## config.mk

```make
export PLATFORM = sky130hd
export DESIGN_NAME = fifo_uart_tx_flat
export DESIGN_NICKNAME = d
export VERILOG_FILES = /design/src/rtl/fifo_uart_tx_if.sv /design/src/rtl/fifo_uart_tx.sv /design/src/flat_wrapper.sv
export SDC_FILE = /design/constraint.sdc
export NUM_CORES = 1
export LEC_CHECK = 0
export BUFFER_PORTS_ARGS = -buffer_cell sky130_fd_sc_hd__buf_4
export CORE_MARGIN = 1
export CORE_UTILIZATION = 49
export DETAILED_ROUTE_END_ITERATION = 10
export GPL_ROUTABILITY_DRIVEN = 0
export GPL_TIMING_DRIVEN = 1
export PLACE_DENSITY = 0.72
export SYNTH_ARGS = -nofsm -noshare
export SYNTH_HDL_FRONTEND = slang
export SYNTH_SLANG_ARGS = --single-unit
```

## constraint.sdc

```tcl
create_clock -name clk -period 1.5 [get_ports clk]
set_input_delay 0 -clock clk [delete_from_list [all_inputs] [get_ports clk]]
set_output_delay 0 -clock clk [all_outputs]
set_load 0.1 [all_outputs]
```

## src/rtl/fifo_uart_tx_if.sv

```systemverilog
// ============================================================================
// Module   : fifo_uart_tx_if
// Brief    : FIFO read port plus serial-line signals of the UART transmitter.
// Revision : 1.0 - initial release
// ============================================================================
`default_nettype none

interface fifo_uart_tx_if #(
    parameter int DATA_WIDTH = 8
);
    logic                  tx_enable;
    logic                  fifo_empty;
    logic [DATA_WIDTH-1:0] fifo_data;
    logic                  fifo_rd_en;
    logic                  tx;
    logic                  busy;
    logic                  frame_done;

    modport master (
        input  tx_enable, fifo_empty, fifo_data,
        output fifo_rd_en, tx, busy, frame_done
    );

    modport slave (
        output tx_enable, fifo_empty, fifo_data,
        input  fifo_rd_en, tx, busy, frame_done
    );
endinterface

`default_nettype wire

```

## src/rtl/fifo_uart_tx.sv

```systemverilog
// ============================================================================
// Module   : fifo_uart_tx
// Brief    : UART serializer draining a synchronous FIFO, LSB first, 8N1 style.
//            Define UART_TX_PARITY_EN to insert an even-parity bit.
// Revision : 1.0 - initial release
// ============================================================================
`default_nettype none

module fifo_uart_tx #(
    parameter int DATA_WIDTH   = 8,
    parameter int CLKS_PER_BIT = 16,
    parameter int STOP_BITS    = 1
) (
    input  wire            clk,
    input  wire            rst_n,
    fifo_uart_tx_if.master bus
);

    localparam int c_BAUD_W  = $clog2(CLKS_PER_BIT);
    localparam int c_BIT_MAX = (DATA_WIDTH > STOP_BITS) ? DATA_WIDTH : STOP_BITS;
    localparam int c_BIT_W   = (c_BIT_MAX > 1) ? $clog2(c_BIT_MAX) : 1;

    localparam logic [c_BAUD_W-1:0] c_BAUD_LAST = c_BAUD_W'(CLKS_PER_BIT - 1);
    localparam logic [c_BIT_W-1:0]  c_DATA_LAST = c_BIT_W'(DATA_WIDTH - 1);
    localparam logic [c_BIT_W-1:0]  c_STOP_LAST = c_BIT_W'(STOP_BITS - 1);

    typedef enum logic [2:0] {
        S_IDLE   = 3'd0,
        S_FETCH  = 3'd1,
        S_START  = 3'd2,
        S_DATA   = 3'd3,
`ifdef UART_TX_PARITY_EN
        S_PARITY = 3'd4,
`endif
        S_STOP   = 3'd5
    } state_t;

    state_t                r_state;
    logic                  r_tx;
    logic [DATA_WIDTH-1:0] r_shift;
    logic [c_BAUD_W-1:0]   r_baud;
    logic [c_BIT_W-1:0]    r_bit_cnt;

    state_t                w_state;
    logic                  w_tx;
    logic [DATA_WIDTH-1:0] w_shift;
    logic [c_BAUD_W-1:0]   w_baud;
    logic [c_BIT_W-1:0]    w_bit_cnt;
    logic                  w_rd_en;
    logic                  w_bit_end;
    logic                  w_frame_done;

`ifdef UART_TX_PARITY_EN
    logic                  r_parity;
    logic                  w_parity;
`endif

    always_ff @(posedge clk or negedge rst_n) begin
        if (!rst_n) begin
            r_state   <= S_IDLE;
            r_tx      <= 1'b1;
            r_shift   <= '0;
            r_baud    <= '0;
            r_bit_cnt <= '0;
`ifdef UART_TX_PARITY_EN
            r_parity  <= 1'b0;
`endif
        end else begin
            r_state   <= w_state;
            r_tx      <= w_tx;
            r_shift   <= w_shift;
            r_baud    <= w_baud;
            r_bit_cnt <= w_bit_cnt;
`ifdef UART_TX_PARITY_EN
            r_parity  <= w_parity;
`endif
        end
    end

    always_comb begin
        w_rd_en      = (r_state == S_IDLE) && bus.tx_enable && !bus.fifo_empty && rst_n;
        w_bit_end    = (r_baud == c_BAUD_LAST);
        w_state      = r_state;
        w_tx         = r_tx;
        w_shift      = r_shift;
        w_baud       = r_baud;
        w_bit_cnt    = r_bit_cnt;
        w_frame_done = 1'b0;
`ifdef UART_TX_PARITY_EN
        w_parity     = r_parity;
`endif

        // Baud counter only runs while a bit is on the line.
        if (r_state != S_IDLE && r_state != S_FETCH) begin
            w_baud = w_bit_end ? '0 : r_baud + 1'b1;
        end

        case (r_state)
            S_IDLE: begin
                w_tx = 1'b1;
                if (w_rd_en) begin
                    w_state = S_FETCH;
                end
            end
            S_FETCH: begin
                w_shift   = bus.fifo_data;
                w_tx      = 1'b0;
                w_baud    = '0;
                w_bit_cnt = '0;
`ifdef UART_TX_PARITY_EN
                w_parity  = ^bus.fifo_data;
`endif
                w_state   = S_START;
            end
            S_START: begin
                if (w_bit_end) begin
                    w_tx      = r_shift[0];
                    w_shift   = r_shift >> 1;
                    w_bit_cnt = '0;
                    w_state   = S_DATA;
                end
            end
            S_DATA: begin
                if (w_bit_end) begin
                    if (r_bit_cnt == c_DATA_LAST) begin
                        w_bit_cnt = '0;
`ifdef UART_TX_PARITY_EN
                        w_tx      = r_parity;
                        w_state   = S_PARITY;
`else
                        w_tx      = 1'b1;
                        w_state   = S_STOP;
`endif
                    end else begin
                        w_tx      = r_shift[0];
                        w_shift   = r_shift >> 1;
                        w_bit_cnt = r_bit_cnt + 1'b1;
                    end
                end
            end
`ifdef UART_TX_PARITY_EN
            S_PARITY: begin
                if (w_bit_end) begin
                    w_tx      = 1'b1;
                    w_bit_cnt = '0;
                    w_state   = S_STOP;
                end
            end
`endif
            S_STOP: begin
                if (w_bit_end) begin
                    if (r_bit_cnt == c_STOP_LAST) begin
                        w_frame_done = 1'b1;
                        w_bit_cnt    = '0;
                        w_state      = S_IDLE;
                    end else begin
                        w_bit_cnt = r_bit_cnt + 1'b1;
                    end
                end
            end
            default: begin
                w_tx    = 1'b1;
                w_state = S_IDLE;
            end
        endcase
    end

    assign bus.fifo_rd_en = w_rd_en;
    assign bus.tx         = r_tx;
    assign bus.busy       = (r_state != S_IDLE);
    assign bus.frame_done = w_frame_done;

endmodule

`default_nettype wire

```

## src/flat_wrapper.sv

```systemverilog
// flat-port wrapper written by rule: the top's interface ports become plain ports
module fifo_uart_tx_flat 
#(
    parameter int DATA_WIDTH   = 8,
    parameter int CLKS_PER_BIT = 16,
    parameter int STOP_BITS    = 1
)
  (clk, rst_n, bus_tx_enable, bus_fifo_empty, bus_fifo_data, bus_fifo_rd_en, bus_tx, bus_busy, bus_frame_done);
  fifo_uart_tx_if #(.DATA_WIDTH(DATA_WIDTH)) bus_i ();
  input  wire clk;
  input  wire rst_n;
  input wire logic [$bits(bus_i.tx_enable)-1:0] bus_tx_enable;
  input wire logic [$bits(bus_i.fifo_empty)-1:0] bus_fifo_empty;
  input wire logic [$bits(bus_i.fifo_data)-1:0] bus_fifo_data;
  output wire logic [$bits(bus_i.fifo_rd_en)-1:0] bus_fifo_rd_en;
  output wire logic [$bits(bus_i.tx)-1:0] bus_tx;
  output wire logic [$bits(bus_i.busy)-1:0] bus_busy;
  output wire logic [$bits(bus_i.frame_done)-1:0] bus_frame_done;
  assign bus_i.tx_enable = bus_tx_enable;
  assign bus_i.fifo_empty = bus_fifo_empty;
  assign bus_i.fifo_data = bus_fifo_data;
  assign bus_fifo_rd_en = bus_i.fifo_rd_en;
  assign bus_tx = bus_i.tx;
  assign bus_busy = bus_i.busy;
  assign bus_frame_done = bus_i.frame_done;
  fifo_uart_tx #(.DATA_WIDTH(DATA_WIDTH), .CLKS_PER_BIT(CLKS_PER_BIT), .STOP_BITS(STOP_BITS)) u_core (.clk(clk), .rst_n(rst_n), .bus(bus_i));
endmodule
```

==> out/results.tsv, run 1 <==
metric	value	unit
FMAX	0.633	GHz
CTS Sinks	19	
Final Core Density	0.788	
critical path capture point type	output port	
Seq. cell area	477	µm²
hold slack	8.03	ps
CTS clk-pin slew, worst paths	130	ps
Fin. Hold Viols	0	
initial core utilization	0.523	
P per Cell Area	565	nW/µm²
Net Sw Frac	0.251	
peak supply drop	0.000580	V
drt pass-1 iters	4	
Least-Margin Pin Slew	375	ps
CP required	1500	ps
CP peak stage delay	440	ps
post-synth top area cell	dfrtp_1	
P_int	654	µW
PnR worst setup slack	-80.8	ps
grt ovf	0	
Syn Nets	123	
# port buffers	15	
status	complete, but fails checks	
max cap viols	0	
WS Path Type	reg2out	
register area share after synthesis	0.465	
Synth-to-Final Area Change	50.6	%
final setup TNS	-173	ps
Mean Syn Cell Area	9.59	µm²
Slowest-stage cell, CP	dfrtp_1	
Total Routing Usage GR	0.236	
Final ANT Viol Nets	0	
post-route minimum period	1580	ps
clock latency on the worst-skew pair	320	ps
Buf+Inv Stages, Crit Path	3	
Final HPWL DP	1700	µm
layout cells sized above 1	0.453	
vias per cell	6.04	
Crit path max-delay family	buffers and inverters	
die area	2280	µm²
vias in the first global route	846	
H-tree depth	1	
Total Power	873	µW
post-synth top area share	0.439	
Pleak	0.691	nW
most frequent cells in the layout	buf_4 (35), dfrtp_1 (18), o21ai_0 (14)	
failing checks	negative setup slack	
fillers	124	
synth unique cells	28	
Bufs on Longest Clock Path	2	
switching power	219	µW
area taken by multi-input logic gates	621	µm²
Hold Crit Class	in2reg	
most common cell after layout, fill and taps aside	buf_4	
total wire length	3130	µm
RSZ-0062 raised after global routing	true	
post-route met1 wirelength	1230	µm
Die Ht	47.8	µm
DRC Markers	0	
critical path arrival	1580	ps
fin area	1550	µm²
initial antenna violation count	0	
critical path, cell by cell	buf_6 > nor3_4 > clkinvlp_4 > nor2_4 > buf_12	
Synth Register Bits	19	
die outline width	47.8	µm
CTS Buf Count	3	
wire length on met3	152	µm
num rows	16	
CTS tree	yes	
part of the power in registers	0.603	
initial DRC count	50	
Clock Tree Root	clkbuf_4	
Comb pwr share	0.072	
final setup vio count	3	
clk_skew	11.6	ps
largest net degree at the start of global routing	20	
WL/cell	17.9	µm
CP startpoint kind	register	
number of nets in the layout	165	
I/O pin count	16	
cells after synthesis	107	
yosys warns	0	
first-pass GRT wire length	3680	µm
Period Utilization, post-route	1.05	
highest routed layer	met4	
metal2 WL	1660	µm
Max-slew headroom	0.750	
Placed Area	1260	µm²
Clk network pwr share	0.325	
Antenna diodes	0	
Synth Cell Area	1030	µm²
Vias	1057	
core area	1960	µm²
top fanout value on the critical path	4	
Slew Limit Fails	0	
top post-synthesis cells by area	dfrtp_1 (44%), o21ai_0 (6.8%), a2bb2oi_1 (6.0%), ha_1 (4.9%), o22ai_1 (4.9%)	
==> through the flow <==
step | setup WS (ps) | cells
finish | -80.8 | 175
global route | -147 | 175
CTS | -68.5 | 168
detailed placement | -30.9 | 155
global placement | 24.9 | 155
floorplan | -421 | 107
==> final timing paths <==
kind,startpoint,to,slack (ps),depth (start not counted)
setup / recovery,u_core.r_state[2]$_DFFE_PN0P_,bus_fifo_rd_en,-80,5
hold / removal,bus_fifo_data[2],u_core.r_shift[2]$_DFFE_PN0P_,8,3
setup reg to reg,u_core.r_bit_cnt[0]$_DFFE_PN0P_,u_core.r_shift[6]$_DFFE_PN0P_,20,5
hold reg to reg,u_core.bus.tx$_DFFE_PN1P_,u_core.bus.tx$_DFFE_PN1P_,540,2
max in group asynchronous,rst_n,u_core.bus.tx$_DFFE_PN1P_,1040,3
min in group asynchronous,rst_n,u_core.r_shift[6]$_DFFE_PN0P_,180,3
==> tightest hold or removal path, stage by stage <==
cell and delay [ps]:
buf_4 70, o22ai_1 90, a2bb2oi_2 130
==> metal layers <==
layer,track usage,up-vias
li1,-,478
met3,0.0415,15
met1,0.278,517
met2,0.411,47
met5,0,-
met4,0.117,0
==> state kept, by name (all words and copies together) (netlist names) <==
register,flops
u_core.r_baud,4
u_core.r_bit_cnt,3
u_core.r_shift,8
u_core.r_state,3
u_core.bus.tx,1
==> area by class of cell <==
type | instances | share of cell area
clock inverter | 1 | 0.00324
tap | 27 | 0.0219
sequential | 19 | 0.309
clock buffer | 3 | 0.0146
timing repair buffer | 43 | 0.238
multi-input combinational | 78 | 0.402
inverter | 4 | 0.0121
==> repair_timing <==
action / CTS / global route
pin swaps: 2 / 5
endpoints found under the setup margin: 11 / 14
resized for setup: 13 / 17
hold buffers: 2 / 0
setup buffers: 7 / 7
hold endpoints to repair: 20 / 0
==> Yosys cell counts <==
master	number
dfrtp_1	18
o21bai_1	1
o21ai_0	14
and3_1	1
o31a_1	1
buf_2	1
nor3_1	1
nand3_1	5
a2bb2oi_1	7
buf_4	2
and2_1	1
a31oi_4	1
nand4_1	1
clkbuf_1	3
inv_1	4
xor2_1	1
o22ai_1	8
nand2_1	7
o31ai_1	1
ha_1	4
nor2b_1	3
a21oi_1	5
a41oi_1	1
nand3b_1	3
nor2_1	6
dfstp_2	1
nand2b_1	4
mux2i_1	2
==> power by group through the flow <==
stage / clock (mW) / sequential [mW] / combinational (mW)
3_3_place_gp: 0 / 0.536 / 0.0564
2_1_floorplan: 0 / 0.545 / 0.00935
3_5_place_dp: 0 / 0.536 / 0.0578
5_1_grt: 0.302 / 0.527 / 0.0676
4_1_cts: 0.272 / 0.526 / 0.0621
6_report: 0.283 / 0.527 / 0.0627
==> logic make-up after synthesis <==
kind of cell | after synthesis | synth area share
mux | 2 | 0.0195
fa+ha+maj | 4 | 0.0488
xor+xnor | 1 | 0.00854
compound gates | 39 | 0.254
simple gates | 32 | 0.160
flops | 19 | 0.465
buf+inv | 10 | 0.0451
(Power assumes the default switching activity.)
==> inputs of run 2 (changes only) <==
- CORE_UTILIZATION: 49 -> 53
- PLACE_DENSITY: 0.72 -> 0.74
- clock period: 1.5 -> 1.75 ns (I/O delays scaled with it)
==> run 2 against run 1 <==
  * The run now ends clean
  * Final cell count down 14%
  * Die area down 7.3%
  * Sequential power down 14%
  * Sequential share of layout area up 7.0 points
  * Clock skew down 8.2 ps
  * Utilization down 7.3 points
  * Critical endpoint unchanged
  * Largest cell class unchanged
==> out/results.tsv, run 2 (synthesized netlist as in run 1, its figures left out) <==
metric	value	unit	change
total wire length	2070	µm	-34%
largest net degree at the start of global routing	21		+5.0%
Slew Limit Fails	0		unchanged
clk_skew	3.41	ps	-8.17 ps
critical path capture point type	output port		
hold slack	23.0	ps	+15.0 ps
clock latency on the worst-skew pair	300	ps	-20 ps
first-pass GRT wire length	3460	µm	-6.0%
Total Routing Usage GR	0.230		-0.00644
Least-Margin Pin Slew	404	ps	+29.3 ps
Antenna diodes	0		unchanged
layout cells sized above 1	0.254		-0.199
CTS Buf Count	3		unchanged
Vias	870		-18%
CTS Sinks	19		unchanged
CP startpoint kind	register		
Crit. Startpoint	u_core.r_state[1]$_DFFE_PN0P_		
part of the power in registers	0.623		+0.020
Setup Buffers After CTS	0		-7
R2R Setup Slk	190	ps	+170 ps
CTS tree	yes		
Net Sw Frac	0.230		-0.0212
critical path arrival	1670	ps	+90 ps
Period Utilization, post-route	0.955		
peak supply drop	0.000516	V	-11%
H-tree depth	1		unchanged
reg2reg start	u_core.r_bit_cnt[0]$_DFFE_PN0P_		
P_int	557	µW	-15%
initial antenna violation count	0		unchanged
RSZ-0062 raised after global routing	true		
Top reg by flops	u_core.r_shift		
FMAX	0.598	GHz	
crit path to	bus_fifo_rd_en		
drt pass-1 iters	4		unchanged
grt ovf	0		unchanged
Hold Crit Class	in2reg		
die area	2120	µm²	-7.3%
switching power	167	µW	-24%
Final ANT Viol Nets	0		unchanged
initial core utilization	0.582		+0.0586
Clk network pwr share	0.309		-0.016
I/O pin count	16		unchanged
Comb pwr share	0.068		-0.004
die outline width	46.0	µm	-3.7%
number of nets in the layout	143		-13%
vias per cell	5.76		-4.6%
max cap viols	0		unchanged
post-route minimum period	1670	ps	
final setup TNS	0	ps	+173 ps
Seq. cell area	478	µm²	+0.26%
CTS clk-pin slew, worst paths	110	ps	-20 ps
Die Ht	46.0	µm	-3.7%
Synth-to-Final Area Change	22.9	%	
Bufs on Longest Clock Path	2		unchanged
vias in the first global route	803		-5.1%
final setup vio count	0		-3
num rows	15		-1
Final HPWL DP	1540	µm	-9.7%
DRC Markers	0		unchanged
top fanout value on the critical path	10		+6
WL/cell	13.7	µm	-23%
fillers	159		+28%
core area	1760	µm²	-10%
Regs by FF count	u_core.r_shift (8), u_core.r_baud (4)		
Clock Tree Root	clkbuf_4		
CP required	1750	ps	+250 ps
Fin. Hold Viols	0		unchanged
max FFs per register	8		unchanged
area taken by multi-input logic gates	532	µm²	-14%
P per Cell Area	574	nW/µm²	+1.6%
Pleak	0.574	nW	-17%
# port buffers	15		unchanged
r2r endpoint	u_core.r_shift[0]$_DFFE_PN0P_		
Max-slew headroom	0.731		-0.0190
WS Path Type	reg2out		
status	complete, no violations		
most frequent cells in the layout	buf_4 (17), dfrtp_1 (17), o21ai_0 (14)		
reg2reg path depth	5		unchanged
initial DRC count	9		-82%
[run 2: cell types whose count changed in the layout (fill, tap and decap cells not counted), sizes merged]
cell | previous run | this run
buf | 41 | 19
[run 2: layout make-up]
class / instances / area share
clock buffer: 3 / 0.0179
clock inverter: 1 / 0.00397
inverter: 4 / 0.0149
multi-input combinational: 78 / 0.422
sequential: 19 / 0.379
tap: 25 / 0.0248
timing repair buffer: 21 / 0.138
[run 2: metrics by stage]
step | setup slack [ps] | instances | power [mW] | util | cell area (µm²)
final | 78.7 | 151 | 0.724 | 0.715 | 1260
after detailed placement | 123 | 145 | 0.507 | 0.679 | 1200
after CTS | 6.46 | 151 | 0.731 | 0.709 | 1250
after global routing | -14.3 | 151 | 0.752 | 0.715 | 1260
after floorplan | -171 | 107 | 0.475 | - | 1070
after global placement | 190 | 145 | 0.505 | 0.679 | 1200
[run 2: power groups by stage]
stage	Combinational [mW]	Clock [mW]	Sequential, mW
after global routing	0.0546	0.246	0.452
after global placement	0.0460	0	0.459
final	0.0494	0.224	0.451
after detailed placement	0.0471	0	0.459
after floorplan	0.00802	0	0.467
after CTS	0.0507	0.230	0.451
[run 2: routing by layer]
metal	routed length [µm]	share of wire	up-vias	track usage
li1	-	-	429	-
met2	996	0.48	18	0.349
met3	62	0.030	6	0.0238
met4	25	0.012	0	0.0882
met1	983	0.48	417	0.335
met5	0	0	-	0
[run 2: what timing repair did]
| action | in CTS | in global routing |
|---|---|---|
| setup endpoints to repair | 2 | 4 |
| hold buffers | 2 | 0 |
| cloned | 0 | 0 |
| resized for setup | 2 | 4 |
| pin swaps | 0 | 0 |
| hold endpoints to repair | 20 | 0 |
[run 2: worst min path at each step]
stage / startpoint / to / slack, ps / cells after the start
3_3_place_gp: rst_n / u_core.r_baud[2]$_DFFE_PN0P_ / -110 / 1
3_5_place_dp: rst_n / u_core.r_baud[2]$_DFFE_PN0P_ / -110 / 1
4_1_cts: bus_fifo_data[1] / u_core.r_shift[1]$_DFFE_PN0P_ / 20 / 3
5_1_grt: bus_fifo_data[4] / u_core.r_shift[4]$_DFFE_PN0P_ / 40 / 3
2_1_floorplan: rst_n / u_core.r_baud[0]$_DFFE_PN0P_ / -300 / 0
6_report: bus_fifo_data[4] / u_core.r_shift[4]$_DFFE_PN0P_ / 20 / 3
[run 2: worst max-delay path: stages (launching register included)]
cell        delay (ps)
dfrtp_2            500
buf_4              180
nor3_4             200
clkinvlp_4         180
nor2_4             110
buf_8              200
==> inputs of run 3 (changes only) <==
- ABC_AREA: default -> 1
==> run 3 against run 2 <==
  * Wire length up 4.8%
  * Global-route usage down 1.6 points
  * Fmax up 3.3%
  * Final cell count up 28%
  * Largest cell class unchanged
  * Non-clock buffer count down 3
  * Synthesized cell count up 37%
==> out/results.tsv, run 3 <==
metric	value	unit	change
clk_skew	8.28	ps	+4.87 ps
non-filler instance count after layout	194		+28%
synth cell count leaders	nand2_1 (49), dfrtp_1 (18), inv_1 (18)		
H-tree depth	1		unchanged
initial antenna violation count	0		unchanged
largest net degree at the start of global routing	21		unchanged
total wire length	2170	µm	+4.8%
clock latency on the worst-skew pair	300	ps	about the same
vias in the first global route	939		+17%
cell with the most instances after synthesis	nand2_1		
number of nets in the layout	184		+29%
synth unique cells	24		-14%
layout cells sized above 1	0.257		+0.00352
Total Routing Usage GR	0.214		-0.0155
CTS Buf Count	3		unchanged
critical path capture point type	output port		
Synth Register Bits	19		unchanged
CTS Sinks	19		unchanged
reg2reg path depth	9		+4
Least-Margin Pin Slew	265	ps	-139 ps
most frequent cells in the layout	nand2_1 (48), inv_1 (18), dfrtp_1 (18)		
post-route minimum period	1620	ps	-53.5 ps
Inst Count DP	188		+30%
Slew Limit Fails	0		unchanged
Hold Path Sink	u_core.r_shift[6]$_DFFE_PN0P_		
Comb pwr share	0.600		+0.532
FMAX	0.618	GHz	+3.3%
Clk network pwr share	0.091		-0.218
die outline width	48.4	µm	+5.2%
WS Path Type	reg2out		
Final ANT Viol Nets	0		unchanged
peak supply drop	0.000974	V	+89%
Die Ht	48.4	µm	+5.2%
R2R Setup Slk	220	ps	+30 ps
hold slack	7.90	ps	-15.1 ps
CP required	1750	ps	about the same
switching power	1.22	mW	+630%
Hold Crit Class	in2reg		
num rows	16		+1
CP startpoint kind	register		
Post-synth EDFFs	0		unchanged
Pleak	0.722	nW	+26%
Regs by FF count	u_core.r_shift (8), u_core.r_baud (4)		
WL/cell	11.2	µm	-18%
max FFs per register	8		unchanged
P per Cell Area	1780	nW/µm²	+210%
Synth-to-Final Area Change	18.7	%	
Mean Syn Cell Area	7.75	µm²	-19%
critical path arrival	1620	ps	-50 ps
Clock Tree Root	clkbuf_4		
Hold Path Depth	5		+2
Vias	977		+12%
vias per cell	5.04		-13%
ys async rst share	1.00		unchanged
critical path, cell by cell	ha_1 > nand3_1 > nor3_2 > buf_6		
RSZ-0062 raised after global routing	false		
top post-synthesis cells by area	dfrtp_1 (40%), nand2_1 (16%), inv_1 (5.9%), o21ai_0 (5.7%), o21ai_2 (4.6%)		
P_int	1.19	mW	+110%
fin area	1350	µm²	+7.2%
reg2reg start	u_core.r_baud[0]$_DFFE_PN0P_		
Crit path max-delay family	simple AND/OR/NAND/NOR gates		
Bufs on Longest Clock Path	2		unchanged
first-pass GRT wire length	3930	µm	+14%
# port buffers	15		unchanged
I/O pin count	16		unchanged
Slowest-stage cell, CP	dfrtp_1		
DRC Markers	0		unchanged
yosys warns	0		unchanged
Worst Min Path Start	bus_fifo_data[6]		
Top reg by flops	u_core.r_shift		
Final HPWL DP	1680	µm	+9.0%
grt ovf	0		unchanged
r2r endpoint	u_core.r_shift[7]$_DFFE_PN0P_		
most common cell after layout, fill and taps aside	nand2_1		
drt pass-1 iters	4		unchanged
core area	1980	µm²	+12%
top fanout value on the critical path	4		-6
register area share after synthesis	0.418		-0.0464
part of the power in registers	0.309		-0.314
die area	2340	µm²	+11%
CP peak stage delay	400	ps	-100 ps
Fin. Hold Viols	0		unchanged
CTS clk-pin slew, worst paths	110	ps	about the same
post-synth top area share	0.395		-0.0439
initial DRC count	15		+6
max cap viols	0		unchanged
CTS tree	yes		
Max-slew headroom	0.823		+0.0923
initial core utilization	0.575		-0.00643
status	complete, no violations		
Buf+Inv Stages, Crit Path	1		-2
Period Utilization, post-route	0.924		-0.0305
Net Sw Frac	0.506		+0.276
Synth Cell Area	1140	µm²	+11%
Syn Nets	163		+33%
cells after synthesis	147		+37%
post-synth top area cell	dfrtp_1		
Antenna diodes	0		unchanged
Placed Area	1300	µm²	+8.6%
final setup vio count	0		unchanged
Main synth FF type	dfrtp_1		
-- run 3: cell types whose count changed after synthesis, sizes merged, moves of 3 or more --
cell / previous run / this run
a21oi: 5 / 0
a2bb2oi: 7 / 0
clkbuf: 3 / 0
inv: 4 / 22
nand2: 7 / 56
nand2b: 4 / 0
nor2b: 3 / 0
o21ai: 14 / 19
o22ai: 8 / 0
-- run 3: per-layer routing --
layer	part of all wire	track usage	up-vias
met3	0.035	0.0409	0
met1	0.47	0.287	453
met4	0	0.0784	0
met5	0	0	-
met2	0.49	0.345	16
li1	-	-	508
-- run 3: worst register-to-register path: stages (launching register included) --
cell	delay [ps]
dfrtp_1	400
ha_1	210
nand3_1	210
nand2_4	140
inv_2	50
nor2_4	110
buf_12	150
inv_1	60
nand2_1	50
nand2_1	40
-- run 3: kinds of logic after synthesis --
group                      after synthesis  share of synthesized area
and+or+nand+nor                         75                      0.300
xor gates and xnor gates                 2                     0.0154
AOI/OAI and AO/OA                       23                      0.131
buffers and inverters                   24                     0.0922
adders and majority gates                4                     0.0439
DFF                                     19                      0.418
-- run 3: power by group through the flow --
stage / Combinational, mW / Clock (mW) / Sequential, mW
2_1_floorplan: 1.09 / 0 / 0.815
3_3_place_gp: 1.41 / 0 / 0.742
3_5_place_dp: 1.45 / 0 / 0.752
4_1_cts: 1.46 / 0.228 / 0.743
5_1_grt: 1.63 / 0.253 / 0.763
6_report: 1.44 / 0.220 / 0.743
-- run 3: final cells by class --
class	count	area [µm²]
Fill cell	172	629
Sequential cell	19	477
Clock inverter	1	5.00
Multi-Input combinational cell	104	573
Inverter	22	85.1
Tap cell	27	33.8
Clock buffer	3	22.5
Timing Repair Buffer	18	156
-- run 3: through the flow --
| step | total power [mW] | setup TNS, ps | worst slack (ps) | utilization |
|---|---|---|---|---|
| final | 2.41 | 0 | 132 | 0.682 |
| after global routing | 2.65 | 0 | 19.4 | 0.682 |
| after CTS | 2.43 | 0 | 72.6 | 0.681 |
| after detailed placement | 2.20 | 0 | 224 | 0.657 |
| after global placement | 2.15 | 0 | 293 | 0.657 |
| after floorplan | 1.91 | -211 | -211 | - |
-- run 3: worst max path at each step --
| stage | depth (start not counted) | from | to | slack [ps] |
|---|---|---|---|---|
| 4_1_cts | 4 | u_core.r_baud[0]$_DFFE_PN0P_ | bus_frame_done | 70 |
| 2_1_floorplan | 3 | u_core.r_baud[0]$_DFFE_PN0P_ | bus_frame_done | -210 |
| 3_5_place_dp | 9 | u_core.r_baud[0]$_DFFE_PN0P_ | u_core.r_shift[0]$_DFFE_PN0P_ | 220 |
| 3_3_place_gp | 9 | u_core.r_baud[0]$_DFFE_PN0P_ | u_core.r_shift[7]$_DFFE_PN0P_ | 290 |
| 6_report | 4 | u_core.r_baud[0]$_DFFE_PN0P_ | bus_frame_done | 130 |
| 5_1_grt | 4 | u_core.r_baud[0]$_DFFE_PN0P_ | bus_frame_done | 20 |
-- run 3: what timing repair did --
| item | in CTS | in global routing |
|---|---|---|
| hold buffers | 2 | 0 |
| hold endpoints to repair | 20 | 0 |
| setup endpoints to repair | 0 | 1 |
| buffers inserted | 0 | 0 |
| gates resized for setup | 0 | 1 |
